$ cat src/rtl/parallel2serial_if.sv
// Bus bundle for the parallel-to-serial transmitter.
//   in_valid / in_p1 / in_p2 : word offered by the producer
//   in_ready                 : transmitter holding buffer is empty
//   srl                      : serial output line
//   frame_start              : srl carries bit 0 of a frame
//   underrun                 : current frame is a fill frame
//   tx_count                 : number of data frames loaded (wraps)
// Modports: master = word producer, slave = transmitter.
interface parallel2serial_if #(
    parameter int CNT_W = 8
);
    logic             in_valid;
    logic [1:0]       in_p1;
    logic [1:0]       in_p2;
    logic             in_ready;
    logic             srl;
    logic             frame_start;
    logic             underrun;
    logic [CNT_W-1:0] tx_count;

    modport master (
        output in_valid, in_p1, in_p2,
        input  in_ready, srl, frame_start, underrun, tx_count
    );

    modport slave (
        input  in_valid, in_p1, in_p2,
        output in_ready, srl, frame_start, underrun, tx_count
    );
endinterface

$ cat src/rtl/parallel2serial.sv
// Parallel-to-serial transmitter.
// Emits gap-free 4-bit frames on srl (bit order in_p1[1], in_p2[1],
// in_p1[0], in_p2[0]) from a one-entry holding buffer. When the buffer is
// empty at a frame boundary a fill frame is sent and underrun is raised.
// Ports:
//   clk  : clock, rising edge
//   rst  : asynchronous active-high reset
//   bus  : parallel2serial_if.slave (handshake, serial line, status)
// Optional feature: define P2S_REPEAT_LAST_EN to make the fill frame repeat
// the last data frame loaded (all zeros until one has been loaded).
module parallel2serial #(
    parameter int CNT_W = 8
) (
    input  logic                clk,
    input  logic                rst,
    parallel2serial_if.slave    bus
);
    // Slot within the frame; SLOT_0 is the cycle srl shows bit 0.
    typedef enum logic [1:0] {
        SLOT_0 = 2'd0,
        SLOT_1 = 2'd1,
        SLOT_2 = 2'd2,
        SLOT_3 = 2'd3
    } slot_t;

    slot_t            slot_reg, slot_next;
    logic [3:0]       shift_reg, shift_next;
    logic             buf_full_reg, buf_full_next;
    logic [3:0]       buf_data_reg, buf_data_next;
    logic             underrun_reg, underrun_next;
    logic [CNT_W-1:0] tx_count_reg, tx_count_next;
    logic [3:0]       fill_frame;
    logic             accept;

`ifdef P2S_REPEAT_LAST_EN
    logic [3:0]       last_reg, last_next;
    assign fill_frame = last_reg;
`else
    assign fill_frame = 4'b0000;
`endif

    // Only possible while the buffer is empty, so it never collides with
    // the buffer being released on a slot-3 edge.
    assign accept = bus.in_valid && !buf_full_reg;

    always_ff @(posedge clk or posedge rst) begin
        if (rst) begin
            slot_reg     <= SLOT_0;
            shift_reg    <= 4'b0000;
            buf_full_reg <= 1'b0;
            buf_data_reg <= 4'b0000;
            underrun_reg <= 1'b1;
            tx_count_reg <= '0;
`ifdef P2S_REPEAT_LAST_EN
            last_reg     <= 4'b0000;
`endif
        end else begin
            slot_reg     <= slot_next;
            shift_reg    <= shift_next;
            buf_full_reg <= buf_full_next;
            buf_data_reg <= buf_data_next;
            underrun_reg <= underrun_next;
            tx_count_reg <= tx_count_next;
`ifdef P2S_REPEAT_LAST_EN
            last_reg     <= last_next;
`endif
        end
    end

    always_comb begin
        slot_next     = slot_reg;
        shift_next    = shift_reg;
        buf_full_next = buf_full_reg;
        buf_data_next = buf_data_reg;
        underrun_next = underrun_reg;
        tx_count_next = tx_count_reg;
`ifdef P2S_REPEAT_LAST_EN
        last_next     = last_reg;
`endif

        case (slot_reg)
            SLOT_3: begin
                slot_next = SLOT_0;
                if (buf_full_reg) begin
                    shift_next    = buf_data_reg;
                    buf_full_next = 1'b0;
                    underrun_next = 1'b0;
                    tx_count_next = tx_count_reg + CNT_W'(1);
`ifdef P2S_REPEAT_LAST_EN
                    last_next     = buf_data_reg;
`endif
                end else begin
                    shift_next    = fill_frame;
                    underrun_next = 1'b1;
                end
            end
            default: begin
                slot_next  = slot_t'(slot_reg + 2'd1);
                shift_next = {1'b0, shift_reg[3:1]};
            end
        endcase

        // A word accepted on a load edge lands in the buffer, never bypasses
        // it, so the frame being loaded on that edge stays a fill frame.
        if (accept) begin
            buf_full_next = 1'b1;
            buf_data_next = {bus.in_p2[0], bus.in_p1[0], bus.in_p2[1], bus.in_p1[1]};
        end
    end

    assign bus.srl         = shift_reg[0];
    assign bus.frame_start = (slot_reg == SLOT_0);
    assign bus.underrun    = underrun_reg;
    assign bus.in_ready    = !buf_full_reg;
    assign bus.tx_count    = tx_count_reg;
endmodule
$ cat src/flat_wrapper.sv
// flat-port wrapper written by rule: the top's interface ports become plain ports
module parallel2serial_flat 
#(
    parameter int CNT_W = 8
)
  (clk, rst, bus_in_valid, bus_in_p1, bus_in_p2, bus_in_ready, bus_srl, bus_frame_start, bus_underrun, bus_tx_count);
  parallel2serial_if #(.CNT_W(CNT_W)) bus_i ();
  input  logic clk;
  input  logic rst;
  input wire logic [$bits(bus_i.in_valid)-1:0] bus_in_valid;
  input wire logic [$bits(bus_i.in_p1)-1:0] bus_in_p1;
  input wire logic [$bits(bus_i.in_p2)-1:0] bus_in_p2;
  output wire logic [$bits(bus_i.in_ready)-1:0] bus_in_ready;
  output wire logic [$bits(bus_i.srl)-1:0] bus_srl;
  output wire logic [$bits(bus_i.frame_start)-1:0] bus_frame_start;
  output wire logic [$bits(bus_i.underrun)-1:0] bus_underrun;
  output wire logic [$bits(bus_i.tx_count)-1:0] bus_tx_count;
  assign bus_i.in_valid = bus_in_valid;
  assign bus_i.in_p1 = bus_in_p1;
  assign bus_i.in_p2 = bus_in_p2;
  assign bus_in_ready = bus_i.in_ready;
  assign bus_srl = bus_i.srl;
  assign bus_frame_start = bus_i.frame_start;
  assign bus_underrun = bus_i.underrun;
  assign bus_tx_count = bus_i.tx_count;
  parallel2serial #(.CNT_W(CNT_W)) u_core (.clk(clk), .rst(rst), .bus(bus_i));
endmodule
$ cat config.mk
export PLATFORM = sky130hd
export DESIGN_NAME = parallel2serial_flat
export DESIGN_NICKNAME = d
export VERILOG_FILES = /design/src/rtl/parallel2serial_if.sv /design/src/rtl/parallel2serial.sv /design/src/flat_wrapper.sv
export SDC_FILE = /design/constraint.sdc
export NUM_CORES = 1
export LEC_CHECK = 0
export ABC_AREA = 1
export BUFFER_PORTS_ARGS = -buffer_cell sky130_fd_sc_hd__buf_2
export CAP_MARGIN = 20
export CORE_UTILIZATION = 35
export CTS_CLUSTER_DIAMETER = 80
export DETAILED_ROUTE_END_ITERATION = 10
export PLACE_DENSITY_LB_ADDON = 0.05
export SLEW_MARGIN = 5
export SYNTH_ARGS = -nofsm -noshare
export SYNTH_HDL_FRONTEND = slang
export SYNTH_SLANG_ARGS = --single-unit
$ cat constraint.sdc
create_clock -name clk -period 1.24 [get_ports clk]
set_input_delay 0.124 -clock clk [delete_from_list [all_inputs] [get_ports clk]]
set_output_delay 0.124 -clock clk [all_outputs]
set_load 0.05 [all_outputs]
==> PnR_summary.wiki, run 1 <==
{| class="wikitable"
! Metric !! Value
|-
| Status || completed
|-
| Crit path launch type || register
|-
| Leakage power figure || 0.0006155 uW
|-
| XOR/XNOR Fraction of Synth Area || 0.02937
|-
| Antenna violations before repair || 0
|-
| Post-synthesis adder-cell area fraction || 0.04196
|-
| Clock insertion delay at the later pin of the skew report || 0.30 ns
|-
| CTS Buffer Depth || 2
|-
| Routed via count || 655
|-
| CTS clk-pin slew, worst paths || 0.12 ns
|-
| Final hold violation count || 0
|-
| DRC || 0
|-
| Total power || 2202 uW
|-
| Cell variety after synth || 21
|-
| Unrepaired setup endpoints after global routing || true
|-
| Wirelength, routed || 1435 um
|-
| CTS H-tree depth || 1
|-
| HP Class || input port to register
|-
| Top layer in use || met4
|-
| Number of nets produced by synthesis || 104
|-
| Yosys warns || 0
|-
| Average cell area after synthesis || 9.517 um^2
|-
| Vias in the first global route || 595
|-
| First drt pass iteration count || 4
|-
| CTS tree || done
|-
| Cell area after placement || 1030 um^2
|-
| Share of final-layout standard cells stronger than drive strength 1 || 0.3305
|-
| Peak VDD IR || 2108 uV
|-
| Root buf cell || sky130_fd_sc_hd__clkbuf_4
|-
| Grt total ovfl || 0
|-
| Via-to-Cell Ratio || 4.486
|-
| Max-capacitance violation count || 0
|-
| Setup Viol. Count Final || 0
|-
| Most common cell after layout, fill and taps aside || sky130_fd_sc_hd__inv_1
|-
| Number of cells produced by synthesis || 94
|-
| Synthesis-to-finish area growth || 25.45%
|-
| Net count, final || 129
|-
| I/O pins || 19
|-
| Metal3 WL || 74 um
|-
| Part of the cycle the worst path needs || 0.9838
|-
| Data required time of the worst path || 1.12 ns
|-
| Cell area after layout || 1122 um^2
|-
| Post-synthesis simple-gate area fraction || 0.2140
|-
| Global Route Usage Sum || 0.1346
|-
| Number of synthesized register bits || 20
|-
| CTS sink count || 20
|-
| Kind of capture point of the worst setup path || output pin
|-
| Floorplan Core Area || 2318 um^2
|-
| Seq/Total Area, Yosys || 0.5608
|-
| # diodes || 0
|-
| Pin count of the biggest net entering global routing || 21
|-
| Total CTS buffers || 3
|-
| Arrival time of the worst setup path || 1.10 ns
|-
| Power density over cell area || 1962 nW/um^2
|-
| Number of nets with antenna violations after detailed routing || 0
|-
| Area enclosed by the die boundary || 2762 um^2
|-
| Global placement routability congestion || 0.6928
|-
| First-pass GRT wire length || 2587 um
|-
| Die Span Y || 52.56 um
|-
| Setup repair bufs after CTS || 0
|-
| Worst setup path class || register to output pin
|-
| Starting density of the core || 0.3859
|-
| Met1 Wirelength || 652 um
|-
| Relative max-transition margin || 0.8293
|-
| Commonest cells after routing, fill and taps aside || sky130_fd_sc_hd__inv_1, sky130_fd_sc_hd__nand2_1, sky130_fd_sc_hd__buf_2
|-
| Max-slew violations || 0
|-
| Worst-Margin Slew || 0.2560 ns
|-
| Final setup skew || 0.005188 ns
|-
| Summed instance area of the synthesized netlist || 894.6 um^2
|-
| Sum of negative setup slack || 0 ns
|-
| Detailed-route wire length per cell || 9.829 um
|-
| Min Tclk post-route || 1.220 ns
|-
| Share of cell area taken by muxes after synthesis || 0
|-
| Width of the die || 52.56 um
|-
| Sum of met2 wire segment lengths after detailed routing || 691 um
|-
| Compound-cell area share of the yosys netlist || 0.05734
|-
| Detailed Place HPWL || 1063 um
|-
| Achievable frequency || 0.8197 GHz
|-
| Number of flip-flops in the largest register || 8
|-
| Main combinational cell family by area after synthesis || simple AND/OR/NAND/NOR gates
|-
| Site row count || 17
|-
| Detailed router's first-iteration violation count || 7
|-
| Critical-path maximum fanout || 3
|-
| Count of input and output buffers || 18
|}
-- cell type report --
class	count	area [um^2]
clock buffers	3	22.52
clock inverters	1	30.03
fillers	231	1196
inverters	20	75.07
multi-input cells	53	320.3
flip-flops and latches	20	509.2
well taps	28	35.03
repair buffers	21	130.1
-- critical path, cell delays in order (launching register included) --
cell and delay (ns):
sky130_fd_sc_hd__dfrtp_1 0.42, sky130_fd_sc_hd__inv_1 0.07, sky130_fd_sc_hd__ha_2 0.17, sky130_fd_sc_hd__buf_8 0.14
-- through the flow --
step	util	cells	setup slack [ns]	hold slack, ns
finish	0.4841	146	0.02005	0.06094
global placement	0.4441	141	0.08945	0.1661
detailed placement	0.4441	141	0.03683	0.1640
global route	0.4841	146	-0.05904	0.05294
floorplan	-	94	0.03093	0.08674
CTS	0.4760	146	0.0009855	0.04774
-- final timing paths --
check,start,end,slack [ns],cells after the start
worst max-delay path,u_core.slot_reg[0],bus_frame_start,0.02,3
worst min-delay path,bus_in_p1[0],u_core.buf_data_reg[2],0.06,3
worst max register to register,u_core.slot_reg[0],u_core.bus.tx_count[7],0.07,6
worst min register to register,u_core.slot_reg[0],u_core.slot_reg[0],0.47,1
max in group asynchronous,rst,u_core.bus.underrun,0.60,4
min in group asynchronous,rst,u_core.buf_data_reg[2],0.37,4
-- report_power, final --
part           internal, uW  total [uW]  switching (uW)
registers               806         934             128
clock network           327         527             200
logic                   188         741             554
total                  1320        2200             882
-- layer usage --
metal,vias up,track usage
li1,334,-
met2,16,0.2131
met5,-,0
met1,303,0.1573
met3,2,0.06087
met4,0,0.05263
-- cell families after synthesis --
kind of cell	after synthesis
buffers and inverters	21
DFF	20
AOI/OAI and AO/OA	9
xor gates and xnor gates	3
and+or+nand+nor	38
adders and majority gates	3
-- synthesized netlist by cell type --
cell,count,share of area
sky130_fd_sc_hd__xor2_1,3,0.029
sky130_fd_sc_hd__o21a_1,1,0.0084
sky130_fd_sc_hd__nand3b_1,1,0.0084
sky130_fd_sc_hd__a21oi_1,4,0.022
sky130_fd_sc_hd__o21ai_0,1,0.0056
sky130_fd_sc_hd__buf_6,1,0.013
sky130_fd_sc_hd__dfstp_2,1,0.029
sky130_fd_sc_hd__inv_1,19,0.080
sky130_fd_sc_hd__nand3_1,5,0.028
sky130_fd_sc_hd__nand2_2,1,0.0070
sky130_fd_sc_hd__nor2_8,1,0.022
sky130_fd_sc_hd__nor2_1,8,0.034
sky130_fd_sc_hd__inv_2,1,0.0042
sky130_fd_sc_hd__nor2_2,1,0.0070
sky130_fd_sc_hd__nor2_4,1,0.013
sky130_fd_sc_hd__dfrtp_1,19,0.53
sky130_fd_sc_hd__o22ai_1,3,0.021
sky130_fd_sc_hd__ha_1,3,0.042
sky130_fd_sc_hd__nand2_4,1,0.013
sky130_fd_sc_hd__nand2_1,18,0.076
sky130_fd_sc_hd__nand4_1,1,0.0070
-- what timing repair did --
action	4_1_cts	5_1_grt
endpoints found under the hold margin	19	0
pin swaps	0	1
resized for setup	4	5
setup endpoints to repair	3	7
hold buffers	1	0
Power figures use the tool's default switching activity.
==> inputs of run 2 (changes only) <==
==> constraint.sdc (replaced) <==
create_clock -name clk -period 1.24 [get_ports clk]
set_input_delay 0.31 -clock clk [delete_from_list [all_inputs] [get_ports clk]]
set_output_delay 0.31 -clock clk [all_outputs]
set_load 0.005 [all_outputs]
==> PnR_summary.wiki, run 2 (synthesized netlist as in run 1, its figures left out) <==
{| class="wikitable"
! Metric !! Value
|-
| Violated checks || negative setup slack
|-
| CTS Buffer Depth || 2 (unchanged)
|-
| # diodes || 0 (unchanged)
|-
| Cell area after placement || 1023 um^2 (-0.61%)
|-
| Die Span Y || 52.56 um (unchanged)
|-
| R2R depth || 5 (-1)
|-
| Detailed router's first-iteration violation count || 3 (-4)
|-
| Wirelength, routed || 1596 um (+11%)
|-
| Slowest Stage Delay on Critical Path || 0.40 ns (-0.02 ns)
|-
| Count of input and output buffers || 18 (unchanged)
|-
| Share of final-layout standard cells stronger than drive strength 1 || 0.3516 (+0.02105)
|-
| Max-slew violations || 0 (unchanged)
|-
| Achievable frequency || 0.7518 GHz (-8.3%)
|-
| Number of nets with antenna violations after detailed routing || 0 (unchanged)
|-
| Arrival time of the worst setup path || 1.02 ns (-0.08 ns)
|-
| Cell with the largest stage delay on the worst path || sky130_fd_sc_hd__dfrtp_1
|-
| Part of the cycle the worst path needs || 1.073 (+0.08893)
|-
| Global routing met3 resource utilization || 0.06377 (+0.002899)
|-
| Worst setup path class || register to output pin
|-
| Width of the die || 52.56 um (unchanged)
|-
| Starting density of the core || 0.3859 (unchanged)
|-
| Destination of the worst hold path || u_core.buf_data_reg[1]
|-
| Grt total ovfl || 0 (unchanged)
|-
| Detailed Place HPWL || 1035 um (-2.6%)
|-
| Global placement routability congestion || 0.7186 (+3.7%)
|-
| Detailed-route wire length per cell || 10.23 um (+4.1%)
|-
| CP cell instances || inv_1 > ha_2 > buf_2
|-
| Vias in the first global route || 650 (+9.2%)
|-
| Hold Crit Start || bus_in_p2[1]
|-
| Crit path setup slack, layout || -0.09022 ns (-0.1103 ns)
|-
| I/O pins || 19 (unchanged)
|-
| Max-capacitance violation count || 0 (unchanged)
|-
| Net count, final || 139 (+7.8%)
|-
| Worst Path Buf+Inv || 2 (unchanged)
|-
| Met1 layer usage reported by global route || 0.1670 (+0.009645)
|-
| Leakage power figure || 0.0006649 uW (+8.0%)
|-
| Root buf cell || sky130_fd_sc_hd__clkbuf_4
|-
| Global Route Usage Sum || 0.1427 (+0.008091)
|-
| Startpoint of the most critical register-to-register path || u_core.slot_reg[0]
|-
| Site row count || 17 (unchanged)
|-
| Cell area after layout || 1184 um^2 (+5.5%)
|-
| CTS sink count || 20 (unchanged)
|-
| Final core utilization || 0.5105 (+0.02644)
|-
| Commonest cells after routing, fill and taps aside || sky130_fd_sc_hd__inv_1, sky130_fd_sc_hd__nand2_1, sky130_fd_sc_hd__buf_2, sky130_fd_sc_hd__dfrtp_1, sky130_fd_sc_hd__buf_4
|-
| Clock insertion delay at the later pin of the skew report || 0.31 ns (about the same)
|-
| Power density over cell area || 1668 nW/um^2 (-15%)
|-
| DRC || 0 (unchanged)
|-
| Critical-path maximum fanout || 2 (-1)
|-
| Kind of capture point of the worst setup path || output pin
|-
| Met2 usage || 0.2342 (+0.02110)
|-
| Placement Setup Slack || 0.06541 ns (+0.02858 ns)
|-
| Status || complete, but fails checks
|-
| Synthesis-to-finish area growth || 32.31%
|-
| Busiest layer in global routing || met2
|-
| Min-Delay Path Depth || 3 (unchanged)
|-
| Peak VDD IR || 1404 uV (-33%)
|-
| Pin count of the biggest net entering global routing || 21 (unchanged)
|-
| First-pass GRT wire length || 2773 um (+7.2%)
|-
| Unrepaired setup endpoints after global routing || true
|-
| Routed via count || 691 (+5.5%)
|-
| Min Hold Slack || 0.2355 ns (+0.1746 ns)
|-
| Category of cells accounting for the largest share of critical-path delay || flip-flops
|-
| Area enclosed by the die boundary || 2762 um^2 (unchanged)
|-
| HP Class || input port to register
|-
| Worst-Margin Slew || 0.2547 ns (-0.001326 ns)
|-
| CTS tree || done
|-
| Total CTS buffers || 3 (unchanged)
|-
| Setup Viol. Count Final || 2 (+2)
|-
| Worst reg2reg endpoint || u_core.shift_reg[0]
|-
| Final setup skew || 0.002793 ns (-0.002395 ns)
|-
| Floorplan Core Area || 2318 um^2 (unchanged)
|-
| Worst-case register-to-register setup slack || 0.07 ns (about the same)
|-
| Via-to-Cell Ratio || 4.429 (-1.3%)
|-
| Crit path launch type || register
|-
| Data required time of the worst path || 0.93 ns (-0.19 ns)
|-
| CTS H-tree depth || 1 (unchanged)
|-
| Relative max-transition margin || 0.8302 (+0.0008840)
|-
| Levels on crit path || 3 (unchanged)
|-
| Antenna violations before repair || 0 (unchanged)
|-
| First drt pass iteration count || 2 (-2)
|-
| Final hold violation count || 0 (unchanged)
|-
| Number of flip-flops in the largest register || 8 (unchanged)
|-
| Min Tclk post-route || 1.330 ns (+0.1103 ns)
|-
| CTS clk-pin slew, worst paths || 0.12 ns (about the same)
|}
==> run 2: cell count changes in the layout (fill, tap and decap cells not counted), moves of 3 or more <==
| cell | before | now |
|---|---|---|
| sky130_fd_sc_hd__dfrtp_2 | 6 | 1 |
| sky130_fd_sc_hd__dfrtp_1 | 13 | 18 |
| sky130_fd_sc_hd__buf_2 | 15 | 18 |
| sky130_fd_sc_hd__buf_4 | 4 | 11 |
==> run 2: routing by layer <==
layer | up-vias | routed length [um]
li1 | 359 | -
met1 | 313 | 703
met2 | 17 | 782
met3 | 2 | 95
met4 | 0 | 14
met5 | - | 0
==> run 2: how the worst max path moves through the flow <==
stage                        from                endpoint  slack (ns)
6_report       u_core.slot_reg[1]         bus_frame_start       -0.09
5_1_grt        u_core.slot_reg[1]         bus_frame_start       -0.15
4_1_cts        u_core.slot_reg[0]         bus_frame_start       -0.09
3_5_place_dp   u_core.slot_reg[0]  u_core.bus.tx_count[7]        0.07
3_3_place_gp   u_core.slot_reg[0]  u_core.bus.tx_count[6]        0.08
2_1_floorplan  u_core.slot_reg[0]  u_core.bus.tx_count[5]        0.06
==> run 2: through the flow <==
step	power, uW	cells	setup TNS (ns)
3_5_place_dp	1319	141	0
2_1_floorplan	1145	94	0
3_3_place_gp	1314	141	0
4_1_cts	1884	149	-0.1355
6_report	1974	156	-0.1194
5_1_grt	2125	156	-0.2947
==> run 2: cell type report <==
cell class / instances / area (um^2)
clock buffers: 3 / 22.52
clock inverters: 1 / 30.03
fillers: 234 / 1135
inverters: 20 / 75.07
multi-input cells: 53 / 330.3
flip-flops and latches: 20 / 503.0
well taps: 28 / 35.03
repair buffers: 31 / 187.7
==> run 2: worst min-delay path, stage by stage <==
cell                      delay [ns]
sky130_fd_sc_hd__buf_2          0.07
sky130_fd_sc_hd__nor2_1         0.03
sky130_fd_sc_hd__a21oi_1        0.10
==> run 2: report_power, final <==
group | switching (uW) | total (uW) | internal, uW
registers | 94.8 | 887 | 792
logic | 265 | 543 | 277
clock network | 218 | 545 | 327
==> run 2: timing repair <==
action,4_1_cts,5_1_grt
endpoints found under the setup margin,4,10
pin swaps,2,4
hold buffers,1,0
gates resized for setup,5,1
setup buffers,3,8
hold endpoints to repair,7,0
==> inputs of run 3 (changes only) <==
- clock period: 1.24 -> 1.6 ns (I/O delays scaled with it)
==> PnR_summary.wiki, run 3 (synthesized netlist as in run 1, its figures left out) <==
{| class="wikitable"
! Metric !! Value
|-
| Peak VDD IR || 669.3 uV (-52%)
|-
| Area occupied by multi-input gates || 306.5 um^2 (-7.2%)
|-
| Wirelength, routed || 1535 um (-3.8%)
|-
| HP Class || input port to async pin
|-
| Via-to-Cell Ratio || 4.503 (+1.7%)
|-
| Startpoint of the most critical register-to-register path || u_core.slot_reg[0]
|-
| CTS tree || done
|-
| Clock network power share || 0.228 (-0.048)
|-
| Pin count of the biggest net entering global routing || 13 (-38%)
|-
| First-pass GRT wire length || 2760 um (-0.47%)
|-
| Vias in the first global route || 645 (-0.77%)
|-
| Worst setup path class || register to output pin
|-
| Antenna violations before repair || 0 (unchanged)
|-
| CTS clk-pin slew, worst paths || 0.12 ns (about the same)
|-
| Site row count || 17 (unchanged)
|-
| Part of the cycle the worst path needs || 0.8969
|-
| Global Route Usage Sum || 0.1435 (+0.0007847)
|-
| CTS H-tree depth || 1 (unchanged)
|-
| Detailed router's first-iteration violation count || 5 (+2)
|-
| Max-capacitance violation count || 0 (unchanged)
|-
| Max-slew violations || 0 (unchanged)
|-
| Share of final-layout standard cells stronger than drive strength 1 || 0.2650 (-0.08661)
|-
| Width of the die || 52.56 um (unchanged)
|-
| Data required time of the worst path || 1.20 ns (+0.27 ns)
|-
| DRC || 0 (unchanged)
|-
| Worst-Margin Slew || 0.4511 ns (+0.1965 ns)
|-
| CTS sink count || 20 (unchanged)
|-
| Area enclosed by the die boundary || 2762 um^2 (unchanged)
|-
| Net count, final || 128 (-7.9%)
|-
| Number of nets with antenna violations after detailed routing || 0 (unchanged)
|-
| Power density over cell area || 1232 nW/um^2 (-26%)
|-
| Met1 layer usage reported by global route || 0.1694 (+0.002430)
|-
| First drt pass iteration count || 4 (+2)
|-
| Die Span Y || 52.56 um (unchanged)
|-
| Busiest layer in global routing || met2
|-
| Detailed Place HPWL || 1167 um (+13%)
|-
| Worst Setup SP || u_core.slot_reg[0]
|-
| # diodes || 0 (unchanged)
|-
| Endpoint of the most critical setup path || bus_frame_start
|-
| Clock insertion delay at the later pin of the skew report || 0.31 ns (about the same)
|-
| Min Tclk post-route || 1.435 ns
|-
| Count of instances resized after the clock tree is built || 0 (-5)
|-
| Root buf cell || sky130_fd_sc_hd__clkbuf_4
|-
| CTS Buffer Depth || 2 (unchanged)
|-
| Status || completed
|-
| Met2 usage || 0.2321 (-0.002110)
|-
| Min Hold Slack || 0.07067 ns (-0.1648 ns)
|-
| Final setup skew || 0.009879 ns (+0.007086 ns)
|-
| Arrival time of the worst setup path || 1.03 ns (about the same)
|-
| Count of input and output buffers || 18 (unchanged)
|-
| Floorplan Core Area || 2318 um^2 (unchanged)
|-
| Setup repair bufs after CTS || 0 (-3)
|-
| Kind of capture point of the worst setup path || output pin
|-
| Sum of negative setup slack || 0 ns (+0.1194 ns)
|-
| Fraction of power consumed by combinational cells || 0.230 (-0.045)
|-
| Detailed-route wire length per cell || 10.59 um (+3.5%)
|-
| I/O pins || 19 (unchanged)
|-
| Worst reg2reg endpoint || u_core.bus.tx_count[7]
|-
| Crit path launch type || register
|-
| Commonest cells after routing, fill and taps aside || sky130_fd_sc_hd__inv_1, sky130_fd_sc_hd__dfrtp_1, sky130_fd_sc_hd__nand2_1, sky130_fd_sc_hd__buf_2, sky130_fd_sc_hd__nor2_1
|-
| Worst-case register-to-register setup slack || 0.23 ns (+0.16 ns)
|-
| Critical-path maximum fanout || 3 (+1)
|-
| Setup Viol. Count Final || 0 (-2)
|-
| FF/Latch Area || 501.7 um^2 (-0.25%)
|-
| R2R depth || 6 (+1)
|-
| Proportion of total power due to net switching || 0.3212 (+0.02847)
|-
| Total CTS buffers || 3 (unchanged)
|-
| Internal power contribution || 886.1 uW (-37%)
|-
| Global placement routability congestion || 0.6888 (-4.1%)
|-
| Fill cell total of the finished layout || 243 (+3.8%)
|-
| Grt total ovfl || 0 (unchanged)
|-
| Synthesis-to-finish area growth || 18.46%
|-
| Starting density of the core || 0.3859 (unchanged)
|-
| Routed via count || 653 (-5.5%)
|-
| Final hold violation count || 0 (unchanged)
|-
| Share of power burned in registers || 0.541 (+0.092)
|-
| Unrepaired setup endpoints after global routing || false
|-
| Final core utilization || 0.4571 (-0.05343)
|-
| Psw || 419.4 uW (-27%)
|-
| Number of flip-flops in the largest register || 8 (unchanged)
|-
| Achievable frequency || 0.6969 GHz
|-
| Global routing met3 resource utilization || 0.06667 (+0.002899)
|-
| Relative max-transition margin || 0.6989 (-0.1313)
|-
| Total power || 1305 uW (-34%)
|-
| Hold buffers post-CTS || 0 (-1)
|-
| Leakage power figure || 0.0006171 uW (-7.2%)
|}
## run 3: area by class of cell
type | count | share of cell area
well taps | 28 | 0.03306
multi-input cells | 53 | 0.2893
inverters | 20 | 0.07084
flip-flops and latches | 20 | 0.4734
clock buffers | 4 | 0.03424
repair buffers | 20 | 0.09917
## run 3: power groups by stage
| stage | Sequential, uW | Combinational [uW] | Clock [uW] |
|---|---|---|---|
| after floorplan | 708 | 179 | 0 |
| after global placement | 716 | 304 | 0 |
| after detailed placement | 720 | 308 | 0 |
| after CTS | 710 | 309 | 312 |
| after global routing | 732 | 352 | 332 |
| final | 707 | 300 | 298 |
## run 3: worst min path at each step
stage                                   to  startpoint  cells past startpoint  slack (ns)
global placement       u_core.shift_reg[3]         rst                      2        0.43
floorplan           u_core.buf_data_reg[0]         rst                      1        0.36
detailed placement     u_core.shift_reg[3]         rst                      2        0.43
CTS                    u_core.shift_reg[1]         rst                      2        0.09
finish                 u_core.shift_reg[1]         rst                      2        0.07
global route           u_core.shift_reg[1]         rst                      2         0.1
## run 3: worst max-delay path: stages (launching register included)
cell,delay (ns)
sky130_fd_sc_hd__dfrtp_1,0.39
sky130_fd_sc_hd__inv_1,0.05
sky130_fd_sc_hd__ha_1,0.18
sky130_fd_sc_hd__buf_2,0.12
## run 3: routing by layer
metal | vias up | part of all wire
met4 | 0 | 0.0091
met2 | 19 | 0.46
met5 | - | 0
met1 | 298 | 0.46
li1 | 334 | -
met3 | 2 | 0.065
## run 3: through the flow
step | cell area (um^2) | setup slack (ns) | instances
after floorplan | 894.6 | 0.4198 | 94
after global placement | 1023 | 0.2998 | 141
after detailed placement | 1023 | 0.2284 | 141
after CTS | 1060 | 0.1436 | 145
after global routing | 1060 | 0.08755 | 145
final | 1060 | 0.1650 | 145
